**config.mk**
```make
export PLATFORM = sky130hd
export DESIGN_NAME = hazard_pipe_tracker_flat
export DESIGN_NICKNAME = d
export VERILOG_FILES = /design/src/rtl/hazard_pkg.sv /design/src/rtl/hazard_pipe_tracker_if.sv /design/src/rtl/pipe_stage_reg.sv /design/src/rtl/hazard_pipe_tracker.sv /design/src/flat_wrapper.sv
export SDC_FILE = /design/constraint.sdc
export NUM_CORES = 1
export LEC_CHECK = 0
export CAP_MARGIN = 10
export CELL_PAD_IN_SITES_DETAIL_PLACEMENT = 2
export CELL_PAD_IN_SITES_GLOBAL_PLACEMENT = 2
export CORE_MARGIN = 2
export CORE_UTILIZATION = 35
export CTS_CLUSTER_DIAMETER = 150
export DETAILED_ROUTE_END_ITERATION = 7
export DONT_BUFFER_PORTS = 1
export GPL_ROUTABILITY_DRIVEN = 0
export PLACE_DENSITY = 0.71
export SYNTH_ARGS = -nofsm -noshare
export SYNTH_HDL_FRONTEND = slang
export SYNTH_SLANG_ARGS = --single-unit
```
**constraint.sdc**
```tcl
create_clock -name clk -period 2.3 [get_ports clk]
set_clock_uncertainty 0.2 [all_clocks]
set_input_delay 0.46 -clock clk [delete_from_list [all_inputs] [get_ports clk]]
set_output_delay 0.46 -clock clk [all_outputs]
set_load 0.005 [all_outputs]
```
**src/rtl/hazard_pkg.sv**
```systemverilog
// Shared types for the hazard/forwarding pipeline tracker: register width,
// FSM encoding and the per-stage destination record.
package hazard_pkg;

   localparam int unsigned REG_W = 4;
   localparam logic [REG_W-1:0] ZERO_REG = '0;

   typedef enum logic {
      RUN  = 1'b0,
      WAIT = 1'b1
   } state_t;

   typedef struct packed {
      logic [REG_W-1:0] rd;
      logic             regWrite;
      logic             memRead;
   } pipe_entry_t;

   localparam pipe_entry_t BUBBLE = '0;

endpackage

```
**src/rtl/hazard_pipe_tracker_if.sv**
```systemverilog
// Bundle between the ID stage / data memory and the forwarding producer.
interface hazard_pipe_tracker_if
   import hazard_pkg::*;
#(
   parameter int unsigned CNT_W = 16
);

   logic             id_valid;
   logic [REG_W-1:0] id_rd;
   logic             id_regWrite;
   logic             id_memRead;
   logic [REG_W-1:0] id_rs;
   logic [REG_W-1:0] id_rt;
   logic             flush;
   logic             mem_ready;

   logic [REG_W-1:0] ID_EX_rd;
   logic [REG_W-1:0] EX_MEM_rd;
   logic [REG_W-1:0] MEM_WB_rd;
   logic             ID_EX_regWrite;
   logic             EX_MEM_regWrite;
   logic             MEM_WB_regWrite;
   logic             ID_EX_memRead;
   logic             EX_MEM_memRead;
   logic             stall_id;
   logic             mem_wait;
   logic             mem_error;
   logic [CNT_W-1:0] stall_count;

   modport master (
      output id_valid, id_rd, id_regWrite, id_memRead, id_rs, id_rt, flush, mem_ready,
      input  ID_EX_rd, EX_MEM_rd, MEM_WB_rd,
      input  ID_EX_regWrite, EX_MEM_regWrite, MEM_WB_regWrite,
      input  ID_EX_memRead, EX_MEM_memRead,
      input  stall_id, mem_wait, mem_error, stall_count
   );

   modport slave (
      input  id_valid, id_rd, id_regWrite, id_memRead, id_rs, id_rt, flush, mem_ready,
      output ID_EX_rd, EX_MEM_rd, MEM_WB_rd,
      output ID_EX_regWrite, EX_MEM_regWrite, MEM_WB_regWrite,
      output ID_EX_memRead, EX_MEM_memRead,
      output stall_id, mem_wait, mem_error, stall_count
   );

endinterface

```
**src/rtl/pipe_stage_reg.sv**
```systemverilog
// One pipeline register of destination metadata; hold wins over bubble insertion.
module pipe_stage_reg
   import hazard_pkg::*;
(
   input  logic        clk,
   input  logic        reset,
   input  logic        hold,
   input  logic        load_bubble,
   input  pipe_entry_t d,
   output pipe_entry_t q
);

   always_ff @(posedge clk or posedge reset) begin
      if (reset)            q <= BUBBLE;
      else if (!hold)       q <= load_bubble ? BUBBLE : d;
   end

endmodule

```
**src/rtl/hazard_pipe_tracker.sv**
```systemverilog
// Tracks rd/regWrite/memRead through ID/EX, EX/MEM, MEM/WB; handles load-use
// bubbles and freezes on outstanding loads with a timeout.
module hazard_pipe_tracker
   import hazard_pkg::*;
#(
   parameter int unsigned MEM_TIMEOUT = 15,
   parameter int unsigned CNT_W       = 16
)(
   input logic                  clk,
   input logic                  reset,
   hazard_pipe_tracker_if.slave bus
);

   localparam int unsigned WCNT_W = $clog2(MEM_TIMEOUT + 1);

   state_t            state, state_nxt;
   logic [WCNT_W-1:0] wait_cnt, wait_cnt_nxt;
   logic              flush_pend, flush_pend_nxt;
   logic              mem_error, mem_error_nxt;
   logic [CNT_W-1:0]  stall_count;

   pipe_entry_t id_entry, id_ex, ex_mem, mem_wb;
   logic        freeze, load_use, timeout, id_bubble, stall_id;
   logic        unused_mem_wb_load;

   always_comb begin
      timeout  = (state == WAIT) && !bus.mem_ready && (wait_cnt == WCNT_W'(MEM_TIMEOUT));
      freeze   = ((state == RUN) && ex_mem.memRead && !bus.mem_ready) ||
                 ((state == WAIT) && !bus.mem_ready && (wait_cnt != WCNT_W'(MEM_TIMEOUT)));
      load_use = bus.id_valid && id_ex.memRead && (id_ex.rd != ZERO_REG) &&
                 ((id_ex.rd == bus.id_rs) || (id_ex.rd == bus.id_rt));
      stall_id  = freeze || load_use;
      id_bubble = bus.flush || flush_pend || load_use || !bus.id_valid;
      id_entry  = '{rd:       bus.id_rd,
                    regWrite: bus.id_regWrite && (bus.id_rd != ZERO_REG),
                    memRead:  bus.id_memRead};
   end

   // Next-state logic for the memory-wait FSM and its side registers
   always_comb begin
      state_nxt      = state;
      wait_cnt_nxt   = wait_cnt;
      flush_pend_nxt = flush_pend;
      mem_error_nxt  = mem_error;
      case (state)
         RUN: begin
            if (freeze) begin
               state_nxt    = WAIT;
               wait_cnt_nxt = WCNT_W'(1);
            end
         end
         WAIT: begin
            if (bus.mem_ready) begin
               state_nxt    = RUN;
               wait_cnt_nxt = '0;
            end else if (timeout) begin
               state_nxt     = RUN;
               wait_cnt_nxt  = '0;
               mem_error_nxt = 1'b1;
            end else begin
               wait_cnt_nxt = wait_cnt + WCNT_W'(1);
            end
         end
         default: begin
            state_nxt    = RUN;
            wait_cnt_nxt = '0;
         end
      endcase
      if (freeze) flush_pend_nxt = flush_pend || bus.flush;
      else        flush_pend_nxt = 1'b0;
   end

   always_ff @(posedge clk or posedge reset) begin
      if (reset) begin
         state      <= RUN;
         wait_cnt   <= '0;
         flush_pend <= 1'b0;
         mem_error  <= 1'b0;
      end else begin
         state      <= state_nxt;
         wait_cnt   <= wait_cnt_nxt;
         flush_pend <= flush_pend_nxt;
         mem_error  <= mem_error_nxt;
      end
   end

   always_ff @(posedge clk or posedge reset) begin
      if (reset)                                 stall_count <= '0;
      else if (stall_id && (stall_count != '1))  stall_count <= stall_count + CNT_W'(1);
   end

   pipe_stage_reg u_id_ex (
      .clk(clk), .reset(reset), .hold(freeze), .load_bubble(id_bubble),
      .d(id_entry), .q(id_ex)
   );

   pipe_stage_reg u_ex_mem (
      .clk(clk), .reset(reset), .hold(freeze), .load_bubble(1'b0),
      .d(id_ex), .q(ex_mem)
   );

   // An abandoned load must not write back
   pipe_stage_reg u_mem_wb (
      .clk(clk), .reset(reset), .hold(freeze), .load_bubble(timeout),
      .d(ex_mem), .q(mem_wb)
   );

   assign unused_mem_wb_load  = mem_wb.memRead;

   assign bus.ID_EX_rd        = id_ex.rd;
   assign bus.EX_MEM_rd       = ex_mem.rd;
   assign bus.MEM_WB_rd       = mem_wb.rd;
   assign bus.ID_EX_regWrite  = id_ex.regWrite;
   assign bus.EX_MEM_regWrite = ex_mem.regWrite;
   assign bus.MEM_WB_regWrite = mem_wb.regWrite;
   assign bus.ID_EX_memRead   = id_ex.memRead;
   assign bus.EX_MEM_memRead  = ex_mem.memRead;
   assign bus.stall_id        = stall_id;
   assign bus.mem_wait        = (state == WAIT);
   assign bus.mem_error       = mem_error;
   assign bus.stall_count     = stall_count;

endmodule

```
**src/flat_wrapper.sv**
```systemverilog
// flat-port wrapper written by rule: the top's interface ports become plain ports
module hazard_pipe_tracker_flat import hazard_pkg::*;
#(
   parameter int unsigned MEM_TIMEOUT = 15,
   parameter int unsigned CNT_W       = 16
)
  (clk, reset, bus_id_valid, bus_id_rd, bus_id_regWrite, bus_id_memRead, bus_id_rs, bus_id_rt, bus_flush, bus_mem_ready, bus_ID_EX_rd, bus_EX_MEM_rd, bus_MEM_WB_rd, bus_ID_EX_regWrite, bus_EX_MEM_regWrite, bus_MEM_WB_regWrite, bus_ID_EX_memRead, bus_EX_MEM_memRead, bus_stall_id, bus_mem_wait, bus_mem_error, bus_stall_count);
  hazard_pipe_tracker_if #(.CNT_W(CNT_W)) bus_i ();
  input logic clk;
  input logic reset;
  input wire logic [$bits(bus_i.id_valid)-1:0] bus_id_valid;
  input wire logic [$bits(bus_i.id_rd)-1:0] bus_id_rd;
  input wire logic [$bits(bus_i.id_regWrite)-1:0] bus_id_regWrite;
  input wire logic [$bits(bus_i.id_memRead)-1:0] bus_id_memRead;
  input wire logic [$bits(bus_i.id_rs)-1:0] bus_id_rs;
  input wire logic [$bits(bus_i.id_rt)-1:0] bus_id_rt;
  input wire logic [$bits(bus_i.flush)-1:0] bus_flush;
  input wire logic [$bits(bus_i.mem_ready)-1:0] bus_mem_ready;
  output wire logic [$bits(bus_i.ID_EX_rd)-1:0] bus_ID_EX_rd;
  output wire logic [$bits(bus_i.EX_MEM_rd)-1:0] bus_EX_MEM_rd;
  output wire logic [$bits(bus_i.MEM_WB_rd)-1:0] bus_MEM_WB_rd;
  output wire logic [$bits(bus_i.ID_EX_regWrite)-1:0] bus_ID_EX_regWrite;
  output wire logic [$bits(bus_i.EX_MEM_regWrite)-1:0] bus_EX_MEM_regWrite;
  output wire logic [$bits(bus_i.MEM_WB_regWrite)-1:0] bus_MEM_WB_regWrite;
  output wire logic [$bits(bus_i.ID_EX_memRead)-1:0] bus_ID_EX_memRead;
  output wire logic [$bits(bus_i.EX_MEM_memRead)-1:0] bus_EX_MEM_memRead;
  output wire logic [$bits(bus_i.stall_id)-1:0] bus_stall_id;
  output wire logic [$bits(bus_i.mem_wait)-1:0] bus_mem_wait;
  output wire logic [$bits(bus_i.mem_error)-1:0] bus_mem_error;
  output wire logic [$bits(bus_i.stall_count)-1:0] bus_stall_count;
  assign bus_i.id_valid = bus_id_valid;
  assign bus_i.id_rd = bus_id_rd;
  assign bus_i.id_regWrite = bus_id_regWrite;
  assign bus_i.id_memRead = bus_id_memRead;
  assign bus_i.id_rs = bus_id_rs;
  assign bus_i.id_rt = bus_id_rt;
  assign bus_i.flush = bus_flush;
  assign bus_i.mem_ready = bus_mem_ready;
  assign bus_ID_EX_rd = bus_i.ID_EX_rd;
  assign bus_EX_MEM_rd = bus_i.EX_MEM_rd;
  assign bus_MEM_WB_rd = bus_i.MEM_WB_rd;
  assign bus_ID_EX_regWrite = bus_i.ID_EX_regWrite;
  assign bus_EX_MEM_regWrite = bus_i.EX_MEM_regWrite;
  assign bus_MEM_WB_regWrite = bus_i.MEM_WB_regWrite;
  assign bus_ID_EX_memRead = bus_i.ID_EX_memRead;
  assign bus_EX_MEM_memRead = bus_i.EX_MEM_memRead;
  assign bus_stall_id = bus_i.stall_id;
  assign bus_mem_wait = bus_i.mem_wait;
  assign bus_mem_error = bus_i.mem_error;
  assign bus_stall_count = bus_i.stall_count;
  hazard_pipe_tracker #(.MEM_TIMEOUT(MEM_TIMEOUT), .CNT_W(CNT_W)) u_core (.clk(clk), .reset(reset), .bus(bus_i));
endmodule
```
==> out/metrics.yaml <==
endpoint: "bus_stall_id"
leakage_nw: 1.11
final_layout_size_suffix_gt1_share_pct: 29.2
yosys.cell_types.count: 35
multi_input_area_sq_mm: 0.00115
syn_area_per_cell_sq_um: 10.4
grt_pass1_vias: 1850
dieArea_sq_mm: 0.00651
first_iter_violations: 33
slowest_delay_ps: 560
critPathLaunchType: "flop"
nFillCells: 606
slowest_stage: "or4_1"
fin_util_pct: 46.3
dp_hpwl_mm: 4.09
drc_errors: 0
crit_type: "reg -> out"
ant_nets: 0
nets: 247
path_max_fanout: 6
num_vias: 1616
placed_cells: 276
crit_required_ps: 1640
die-width_um: 80.7
clock.fmax_mhz: 435
h-tree-depth: 2
slew_headroom_pct: 59.4
cts_tree: "built"
reg2regPathDepth: 7
cts.sink_count: 40
rsz0062_at_grt: "yes"
crit_start: "u_core.u_id_ex.q[4]"
finalPower_w: 0.00204
num_rows: 27
start_util_pct: 36.7
cp_cell_sequence: "or4_1 > o2111ai_4 > nand2_4"
fp.dieH_um: 80.7
cp.arrival_ps: 1640
finalCriticalPeriod_ps: 2300
outcome: "finished, final reports clean"
syn_nets: 219
yosys_warnings: 0
setup_violations: 0
ys_seq_elements: 40
synth_cells: 198
wirelength_mm: 6.62
netlist_area_sq_mm: 0.00206
r2r-end: "u_core.bus.stall_count[6]"
final_cells: 298
clockRootBuffer: "clkbuf_8"
grt_overflow: 0
reg2reg_slack_ps: 40
final-max-slew-violation-count: 0
grt_first_pass_wirelength_mm: 10.2
dr.pass1.iters: 4
timing.rr.start: "u_core.u_id_ex.q[2]"
grt_usage_pct: 21.1
areaGrowthSynthToFinish_pct: 26.3
fin_ws_ps: 3.23
cap_violations: 0
post-place-ws_ps: -21.6
routed_via_density: 5.42
antennaDiodeCount: 0
crit_path_end_kind: "primary output"
clk_path_buf_depth: 2
powerDensity_mw_per_mm2: 786
io_pins: 55
clk_pin_slew_worst_paths_ps: 80
period_share_pct: 99.9
wire_per_inst_um: 22.2
antenna_found_initial: 0
hp-class: "in -> reg"
grt_max_degree: 28
ys_seq_area_share_pct: 48.6
clk_latency_ps: 310
irDropWorstVdd_mv: 0.339
regArea_sq_mm: 0.00101
hold_viol_final: 0
numCtsBuffers: 5
tightest_slew_ps: 608
core-area_sq_mm: 0.00561
portBuffers: 0
## final cells by class
cell class | count | share of cell area, %
Clock inverter | 1 | 0.193
Inverter | 7 | 1.16
Sequential cell | 40 | 38.7
Timing Repair Buffer | 28 | 9.58
Multi-Input combinational cell | 144 | 44.1
Clock buffer | 6 | 2.79
Tap cell | 72 | 3.47
## layout by cell type, fill, tap and decap left out, types with 2 or more instances in the layout
master / Yosys / final
a2111oi_4: 0 / 6
a211oi_2: 6 / 5
a21oi_1: 5 / 2
a21oi_2: 0 / 2
and3_1: 4 / 3
buf_12: 0 / 2
buf_4: 1 / 23
clkbuf_8: 0 / 5
dfrtp_1: 40 / 36
dfrtp_2: 0 / 4
inv_1: 6 / 6
mux2_1: 3 / 3
nand2_1: 43 / 42
nand2b_1: 4 / 4
nand3_1: 14 / 14
nand4_1: 3 / 3
nor2_1: 9 / 9
nor2b_1: 2 / 2
nor4_4: 1 / 2
o21ai_0: 6 / 6
o31ai_1: 2 / 2
o32ai_1: 2 / 2
xnor2_1: 3 / 3
xor2_1: 19 / 15
xor2_2: 0 / 4
## cells in the mapped netlist
library cell / instances / area share, %
nand2_1: 43 / 7.8
dfrtp_1: 40 / 49
xor2_1: 19 / 8.1
nand3_1: 14 / 3.4
nor2_1: 9 / 1.6
a2111oi_2: 6 / 4.4
a211oi_2: 6 / 3.6
inv_1: 6 / 1.1
o21ai_0: 6 / 1.5
a21oi_1: 5 / 1.2
and3_1: 4 / 1.2
nand2b_1: 4 / 1.2
buf_2: 3 / 0.73
mux2_1: 3 / 1.6
nand4_1: 3 / 0.91
xnor2_1: 3 / 1.3
buf_6: 2 / 1.1
ha_1: 2 / 1.2
nor2b_1: 2 / 0.61
o31ai_1: 2 / 0.73
o32ai_1: 2 / 0.85
a211o_1: 1 / 0.43
a22o_1: 1 / 0.43
buf_4: 1 / 0.36
clkbuf_1: 1 / 0.18
clkinv_1: 1 / 0.18
nand3_2: 1 / 0.49
nor3_1: 1 / 0.24
nor3_4: 1 / 0.79
nor4_2: 1 / 0.61
nor4_4: 1 / 1.0
o2111ai_4: 1 / 1.3
o41ai_1: 1 / 0.43
or2_1: 1 / 0.30
or4_1: 1 / 0.36
## metrics by stage
step                      setup TNS, ps  area [sq um]  hold slack [ps]
after CTS                          -519          2490             87.6
final                                 0          2600             94.0
after floorplan                       0          2080              259
after detailed placement          -21.6          2230              248
after global placement                0          2230              229
after global routing               -135          2600              102
## per-layer routing
metal  wire [um]  global-route usage [%]
met5           0                       0
met1        2560                    23.9
met4         152                    9.32
met2        3660                    37.7
met3         249                    4.61
## how the worst min path moves through the flow
stage | start | endpoint | slack [ps] | depth (start not counted)
after floorplan | u_core.bus.mem_error | u_core.bus.mem_error | 260 | 1
after global placement | reset | u_core.u_ex_mem.q[0] | 230 | 1
after detailed placement | reset | u_core.u_ex_mem.q[0] | 250 | 1
after CTS | bus_id_rd[1] | u_core.u_id_ex.q[3] | 90 | 2
after global routing | bus_id_rd[2] | u_core.u_id_ex.q[4] | 100 | 2
final | bus_id_memRead | u_core.u_id_ex.q[0] | 90 | 2
## critical path, delay by kind of cell (launching register included)
kind               cells  cell delay (ps)
AOI/OAI and AO/OA      1              190
DFF                    1              500
and+or+nand+nor        2              640
## power by group
| group | leakage, nW | switching [W] | internal, W |
|---|---|---|---|
| Sequential | 0.509 | 0.000178 | 0.000833 |
| Combinational | 0.558 | 0.000315 | 0.000247 |
| Clock | 0.0410 | 0.000264 | 0.000207 |
## logic make-up (layout without fill, tap and decap cells)
kind of cell	after synthesis	in the layout	synth area share, %
XOR/XNOR	22	22	9.36
flip-flops	40	40	48.6
adder cells (fa/ha/maj)	2	2	1.22
AO/OA/AOI/OAI	31	31	14.8
AND/OR/NAND/NOR	86	86	20.7
buffers and inverters	14	42	3.65
multiplexers	3	3	1.64
## flip-flops by register name, summed over array words and instances (netlist names)
name                    cells
u_core.u_id_ex.q            6
u_core.u_mem_wb.q           5
u_core.bus.stall_count     16
u_core.wait_cnt             4
u_core.flush_pend           1
u_core.u_ex_mem.q           6
u_core.bus.mem_wait         1
u_core.bus.mem_error        1
## repair_timing
item                                   in CTS  in global routing
gates resized for setup                    19                 12
setup endpoints to repair                   6                 23
buffers inserted                            6                  9
pin swaps                                  13                 18
hold buffers                                1                  0
endpoints found under the hold margin      13                  0
Note: power is estimated with default switching activity, not from simulation.
